--- src/rtl/if_stage.sv ---
// ----------------------------------------------------------------------------
// if_stage -- instruction-fetch stage of a 5-stage LoongArch pipeline.
//
// Holds the pre-IF next-PC selection, the IF valid/PC registers, the
// synchronous inst SRAM read request and a one-entry instruction buffer
// that keeps the fetched word while ID stalls (the SRAM read data is only
// guaranteed for the cycle after the read).
//
// Ports:
//   clk, reset          clock, synchronous active-high reset
//   id_to_if_bus        {br_taken, br_target[31:0], br_cancle} from ID
//   id_allow_in         ID can accept an instruction this cycle
//   if_to_id_valid      if_to_id_bus carries a valid instruction
//   if_to_id_bus        {inst[31:0], pc[31:0]}
//   inst_sram_*         synchronous instruction SRAM read port
// ----------------------------------------------------------------------------
module if_stage #(
    parameter logic [31:0] RESET_PC           = 32'h1c000000,
    parameter int          IF_TO_ID_BUS_WIDTH = 64,
    parameter int          ID_TO_IF_BUS_WIDTH = 34
) (
    input  logic                          clk,
    input  logic                          reset,
    input  logic [ID_TO_IF_BUS_WIDTH-1:0] id_to_if_bus,
    input  logic                          id_allow_in,
    output logic                          if_to_id_valid,
    output logic [IF_TO_ID_BUS_WIDTH-1:0] if_to_id_bus,
    output logic                          inst_sram_en,
    output logic [3:0]                    inst_sram_we,
    output logic [31:0]                   inst_sram_addr,
    output logic [31:0]                   inst_sram_wdata,
    input  logic [31:0]                   inst_sram_rdata
);

    logic        fs_valid_q, fs_valid_d;
    logic [31:0] fs_pc_q, fs_pc_d;
    logic [31:0] inst_buf_q, inst_buf_d;
    logic        inst_buf_valid_q, inst_buf_valid_d;

    logic        br_taken;
    logic [31:0] br_target;
    logic        br_cancle;
    logic [31:0] seq_pc;
    logic [31:0] nextpc;
    logic        to_fs_valid;
    logic        fs_ready_go;
    logic        fs_allow_in;
    logic [31:0] fs_inst;

    // br_taken is decoded but intentionally unused: only br_cancle redirects,
    // since the target may be stale while ID is held on a load-use hazard.
    assign br_taken  = id_to_if_bus[ID_TO_IF_BUS_WIDTH-1];
    assign br_target = id_to_if_bus[32:1];
    assign br_cancle = id_to_if_bus[0];

    always_comb begin
        seq_pc      = fs_pc_q + 32'd4;
        nextpc      = br_cancle ? br_target : seq_pc;
        to_fs_valid = ~reset;
        fs_ready_go = 1'b1;
        // A cancel always frees IF: the wrong-path instruction is dropped.
        fs_allow_in = ~fs_valid_q | id_allow_in | br_cancle;
        fs_inst     = inst_buf_valid_q ? inst_buf_q : inst_sram_rdata;
    end

    assign inst_sram_en    = to_fs_valid & fs_allow_in;
    assign inst_sram_we    = 4'b0;
    assign inst_sram_addr  = nextpc;
    assign inst_sram_wdata = 32'b0;

    // Gated by reset so nothing is presented while reset is held.
    assign if_to_id_valid = fs_valid_q & fs_ready_go & ~br_cancle & ~reset;
    assign if_to_id_bus   = {fs_inst, fs_pc_q};

    always_comb begin
        fs_valid_d       = fs_valid_q;
        fs_pc_d          = fs_pc_q;
        inst_buf_d       = inst_buf_q;
        inst_buf_valid_d = inst_buf_valid_q;
        if (inst_sram_en) begin
            fs_valid_d       = 1'b1;
            fs_pc_d          = nextpc;
            inst_buf_valid_d = 1'b0;
        end else if (br_cancle) begin
            inst_buf_valid_d = 1'b0;
        end else if (fs_valid_q & ~id_allow_in & ~inst_buf_valid_q) begin
            // First stalled cycle: SRAM data is still valid, latch it before
            // the SRAM output may change.
            inst_buf_d       = inst_sram_rdata;
            inst_buf_valid_d = 1'b1;
        end
    end

    always_ff @(posedge clk) begin
        if (reset) begin
            fs_valid_q       <= 1'b0;
            fs_pc_q          <= RESET_PC - 32'd4;
            inst_buf_q       <= 32'b0;
            inst_buf_valid_q <= 1'b0;
        end else begin
            fs_valid_q       <= fs_valid_d;
            fs_pc_q          <= fs_pc_d;
            inst_buf_q       <= inst_buf_d;
            inst_buf_valid_q <= inst_buf_valid_d;
        end
    end

endmodule

--- config.mk ---
export PLATFORM = sky130hd
export DESIGN_NAME = if_stage
export DESIGN_NICKNAME = d
export VERILOG_FILES = /design/src/rtl/if_stage.sv
export SDC_FILE = /design/constraint.sdc
export NUM_CORES = 1
export LEC_CHECK = 0
export CORE_ASPECT_RATIO = 1.1
export CORE_UTILIZATION = 30
export CTS_CLUSTER_SIZE = 12
export DETAILED_ROUTE_END_ITERATION = 12
export GPL_ROUTABILITY_DRIVEN = 0
export SETUP_SLACK_MARGIN = 0.02
export SYNTH_ARGS = -nofsm -noshare
export SYNTH_HDL_FRONTEND = slang
export SYNTH_SLANG_ARGS = --single-unit
--- constraint.sdc ---
create_clock -name clk -period 2.9 [get_ports clk]
set_input_delay 0.435 -clock clk [delete_from_list [all_inputs] [get_ports clk]]
set_output_delay 0.435 -clock clk [all_outputs]
set_load 0.05 [all_outputs]
==> flow_summary.yaml, run 1 <==
cells_and_area:
  ff_latch_area_mm2: 0.001333
  mostFrequentLayoutCells: "clkdlybuf4s50_1, nand2_1, buf_4, dfxtp_1, a21oi_1"
  num-nets-final: 819
  drive_above_1_share_pct: 26.13
  multi_input_area_mm2: 0.003163
  n_antenna_cell: 0
  nFillCells: 1465
  area_delta_synth_final_pct: 53.86
  layout_commonest_cell: "clkdlybuf4s50_1"
cts:
  clk_pin_slew_worst_paths_ps: 50
  clk_latency_ps: 330
  cts_tree: "built"
  cts-buffers-inserted: 9
  cts-root-buf: "clkbuf_16"
  clk_path_buf_depth: 2
  htree_levels: 3
  clock_sinks: 66
  hold_buffers: 0
logic_synthesis:
  async_flop_share_pct: 0
  avgSynthCellArea_um2: 7.814
  syn_inst: 591
  synth_mux_area_share_pct: 9.239
  synth_top_family_by_area: "simple AND/OR/NAND/NOR gates"
  synthFlopType: "dfxtp_1"
  synthXorXnorAreaFrac_pct: 2.276
  yosysWarningCount: 0
  synth_compound_area_share_pct: 17.99
  synth.cell_area_mm2: 0.004618
  synth-adder-area-share_pct: 0.2709
  synth_edf_count: 0
  synth-simple-area-share_pct: 30.64
  yosysSeqAreaShare_pct: 28.61
  ys_ff_latch: 66
  yosysUniqueCellTypes: 53
sta:
  setup-tns-final_ps: 0
  skew_ps: 8.593
  relSlewSlack_pct: 35.15
  period_needed_ps: 2793
  hold_violations: 0
  clock.fmax_mhz: 358.0
  rsz0062_at_grt: "false"
  finalSetupViolations: 0
  timing.final.ws_setup_ps: 106.9
  worstMarginPinSlew_ps: 967.5
  slew_violations: 0
  timing.final.crit_share_pct: 96.32
floorplan:
  initial_utilization_pct: 30.68
  dieArea_mm2: 0.01590
  dieWidth_um: 120.3
  ios: 203
  core_area_mm2: 0.01505
  die_h_um: 132.1
  fp-row-count: 47
grt:
  grt_pass1_wl_um: 25030
  grt_antenna_before_repair: 0
  grt_max_degree: 44
  gr-total-overflow: 0
  grt_util_all_layers_pct: 19.83
  first_global_vias: 4790
critical_path:
  cpMaxStageDelayCell: "or4_4"
  cp.arrival_ps: 2360
  start_kind: "register"
  worst-setup-path-type: "reg2out"
  required_ps: 2470
  path_cells: "nand4_1 -> or4_4 -> nor4b_2 -> nor3_4 -> buf_12"
  cp-end-kind: "output port"
  max_stage_delay_ps: 570
  crit_fanout: 9
placement:
  dpl.hpwl_um: 11580
  portBuffers: 165
  dp_slack_ps: 207.9
detailed_routing:
  drc_errors: 0
  wirelength_um: 15970
  wl_per_cell_um: 16.81
  postRouteAntennaNets: 0
  vias: 4945
  viasPerCell: 5.205
  drt-pass1-iter-count: 5
  first_iter_violations: 284
power_and_ir_drop:
  vdd_ir_drop_max_uv: 290.5
  p_total_mw: 3.779
  cellPowerDensity_mw_per_mm2: 531.8
  power_leakage_nw: 2.702
min_path:
  hp-class: "reg2reg"
run_status:
  status: "finished clean"
job:
  drv_cap: 0
## registers in the layout, indices dropped and copies added (netlist names)
signal            count
fs_pc_q              32
fs_valid_q            1
inst_buf_q           32
inst_buf_valid_q      1
## layer usage
layer / vias up / GRT usage (%) / routed length, um
met1: 2287 / 23.80 / 6463
li1: 2397 / - / -
met3: 26 / 5.017 / 1449
met4: 0 / 8.025 / 318
met2: 235 / 33.52 / 7737
met5: - / 0 / 0
## what timing repair did
item,in CTS,in global routing
resized for setup,5,7
pin swaps,2,4
setup buffers,1,4
endpoints found under the setup margin,13,11
cloned,0,0
## cell type report
| cell class | count | share of cell area, % |
|---|---|---|
| multi-input cells | 472 | 44.51 |
| clock buffers | 9 | 3.170 |
| flip-flops and latches | 66 | 18.75 |
| inverters | 4 | 0.2113 |
| clock inverters | 7 | 1.638 |
| repair buffers | 196 | 28.26 |
| well taps | 196 | 3.451 |
## worst max-delay path, delay by kind of cell (launching register included)
family / cells / cell delay [ps]
buf+inv: 1 / 160
flops: 1 / 520
simple gates: 4 / 1360
## per-stage QoR
step / util [%] / cell area [um^2] / hold WS [ps] / cells
after floorplan: - / 4935 / 432.9 / 626
after global placement: 44.25 / 6661 / 438.4 / 929
after detailed placement: 44.25 / 6661 / 444.5 / 929
after CTS: 46.75 / 7038 / 453.7 / 946
after global routing: 47.20 / 7106 / 474.5 / 950
final: 47.20 / 7106 / 451.2 / 950
## cells by family after synthesis
| logic type | Yosys count |
|---|---|
| AO/OA/AOI/OAI | 125 |
| XOR/XNOR | 12 |
| adder cells (fa/ha/maj) | 1 |
| buffers and inverters | 88 |
| flip-flops | 66 |
| multiplexers | 38 |
| other | 1 |
| AND/OR/NAND/NOR | 260 |
## where the power goes
group	leakage (nW)	switching, mW	total, mW	internal, mW
logic	2.00	0.948	1.49	0.540
registers	0.540	0.0753	1.04	0.961
clock network	0.166	0.416	1.25	0.839
total	2.70	1.44	3.78	2.34
## worst paths after layout
path                       from                 end  slack [ps]  cells past startpoint
hold / removal    inst_buf_q[5]       inst_buf_q[5]         450                      2
setup reg to reg     fs_pc_q[5]         fs_pc_q[18]         650                      4
setup / recovery     fs_pc_q[4]  inst_sram_addr[31]         110                      5
hold reg to reg   inst_buf_q[5]       inst_buf_q[5]         450                      2
## Yosys cell counts, drive strengths merged, types with 9 or more instances
cell type  instances  area [um^2]
nand4              9        77.57
nor2              33        123.9
nor2b             13        81.33
a31oi             11        68.82
a211oi            11        82.58
o21ai             12        60.06
a21oi             46        230.2
nor4              15        145.1
mux2              37        416.7
and2              13        81.33
or3                9        56.30
nand2b             9        56.30
a311oi            22        192.7
and3              11        68.82
nor3              27        140.1
dfxtp             66         1321
nand3             16        80.08
and4              10        87.58
buf               55        377.8
nand2             83        311.6
clkbuf            29        110.1
Note: power is estimated with default switching activity, not from simulation.
==> run 2: changes to the inputs <==
--- a/config.mk
+++ b/config.mk
@@ -10,6 +10,8 @@
 export CTS_CLUSTER_SIZE = 12
 export DETAILED_ROUTE_END_ITERATION = 12
 export GPL_ROUTABILITY_DRIVEN = 0
+export HOLD_SLACK_MARGIN = 0.15
+export REMOVE_ABC_BUFFERS = 1
 export SETUP_SLACK_MARGIN = 0.02
 export SYNTH_ARGS = -nofsm -noshare
 export SYNTH_HDL_FRONTEND = slang
==> flow_summary.yaml, run 2 (synthesis results as in run 1) <==
min_path:
  min_to: "inst_buf_q[9]"
  holdPathStages: 2
  hp-class: "reg2reg"
  min_from: "inst_buf_q[9]"
sta:
  relSlewSlack_pct: 60.23
  slew_violations: 0
  timing.final.crit_share_pct: 94.43
  period_needed_ps: 2738
  finalSetupViolations: 0
  rsz0062_at_grt: "false"
  worstMarginPinSlew_ps: 594.0
  hold_violations: 0
  skew_ps: 6.921
  timing.final.ws_setup_ps: 161.6
  clock.fmax_mhz: 365.2
  setup-tns-final_ps: 0
  whs_ps: 450.3
cells_and_area:
  num-nets-final: 821
  final_cell_area_mm2: 0.006975
  utilization_pct: 46.33
  drive_above_1_share_pct: 20.77
  mostFrequentLayoutCells: "clkdlybuf4s50_1, nand2_1, dfxtp_1, a21oi_1, buf_4"
  area_delta_synth_final_pct: 51.04
  final_cells: 952
  layout_commonest_cell: "clkdlybuf4s50_1"
  ff_latch_area_mm2: 0.001330
  multi_input_area_mm2: 0.003012
  reg.largest.list: "fs_pc_q x32, inst_buf_q x32"
  n_antenna_cell: 0
  nFillCells: 1477
cts:
  clk_pin_slew_worst_paths_ps: 60
  hold_buffers: 0
  cts-buffers-inserted: 9
  htree_levels: 3
  clk_path_buf_depth: 2
  cts_tree: "built"
  clock_sinks: 66
  cts-root-buf: "clkbuf_16"
  clk_latency_ps: 330
grt:
  grt_antenna_before_repair: 1
  grt_util_all_layers_pct: 19.21
  gr-total-overflow: 0
  grt_pass1_wl_um: 24380
  grt_max_degree: 46
  first_global_vias: 4758
power_and_ir_drop:
  vdd_ir_drop_max_uv: 288.2
  cellPowerDensity_mw_per_mm2: 510.0
  power_leakage_nw: 2.629
  p_total_mw: 3.558
critical_path:
  required_ps: 2470
  start_kind: "register"
  crit_family: "compound AO/OA/AOI/OAI gates"
  cpMaxStageDelayCell: "dfxtp_1"
  cp.arrival_ps: 2300
  path_cells: "ha_2 -> nand3_1 -> nor4_4 -> buf_4 -> a211oi_1 -> a311oi_2 -> buf_12"
  worst-setup-path-type: "reg2out"
  rrSetupSlack_ps: 830
  cp-end-kind: "output port"
  timing.reg2reg.worst_path_depth: 4
  worstReg2RegEnd: "fs_pc_q[19]"
  crit_fanout: 6
  r2r-start: "fs_pc_q[3]"
  max_stage_delay_ps: 420
  cp_num_buf_inv: 2
detailed_routing:
  first_iter_violations: 236
  wirelength_um: 15640
  wl_per_cell_um: 16.43
  drc_errors: 0
  postRouteAntennaNets: 0
  viasPerCell: 5.189
  drt-pass1-iter-count: 5
  vias: 4940
run_status:
  status: "finished clean"
placement:
  dpl.hpwl_um: 11280
  placed_cells: 933
  portBuffers: 165
  dpl_cell_area_mm2: 0.006574
  dp_slack_ps: 200.0
floorplan:
  die_h_um: 132.1
  initial_utilization_pct: 30.68
  dieArea_mm2: 0.01590
  dieWidth_um: 120.3
  fp-row-count: 47
  core_area_mm2: 0.01505
  ios: 203
job:
  drv_cap: 0
==> run 2: layout make-up <==
class / count / share of cell area [%]
Timing Repair Buffer: 198 / 30.01
Inverter: 4 / 0.2152
Clock inverter: 3 / 0.5740
Clock buffer: 13 / 3.444
Sequential cell: 66 / 19.07
Tap cell: 196 / 3.516
Multi-Input combinational cell: 472 / 43.17
==> run 2: what timing repair did <==
action                     CTS  global route
gates resized for setup     10            14
pin swaps                    3             4
setup endpoints to repair    8            17
buffers inserted             1             2
==> run 2: power by group <==
part	switching (mW)	leakage (nW)	internal (mW)
logic	0.936	1.95	0.542
registers	0.0664	0.541	0.961
clock network	0.389	0.138	0.663
==> run 2: worst register-to-register path: cells and delay by family, from the launching register on <==
family | cells | cell delay [ps]
flops | 1 | 420
simple gates | 2 | 940
compound gates | 2 | 590
==> run 2: routing by layer <==
layer	GRT usage [%]	wire, um	up-vias
met3	5.017	1299	22
li1	-	-	2397
met1	23.38	6588	2300
met2	32.09	7469	221
met4	7.545	279	0
met5	0	0	-
==> run 2: worst max-delay path by stage <==
stage / start / end / slack [ps] / cells past startpoint
after floorplan: fs_pc_q[10] / inst_sram_addr[20] / -760 / 4
after global placement: fs_pc_q[11] / inst_sram_addr[18] / 230 / 6
after detailed placement: fs_pc_q[11] / inst_sram_addr[28] / 200 / 6
after CTS: fs_pc_q[3] / inst_sram_addr[24] / -20 / 7
after global routing: fs_pc_q[20] / inst_sram_addr[29] / 30 / 6
final: fs_pc_q[3] / inst_sram_addr[26] / 160 / 7
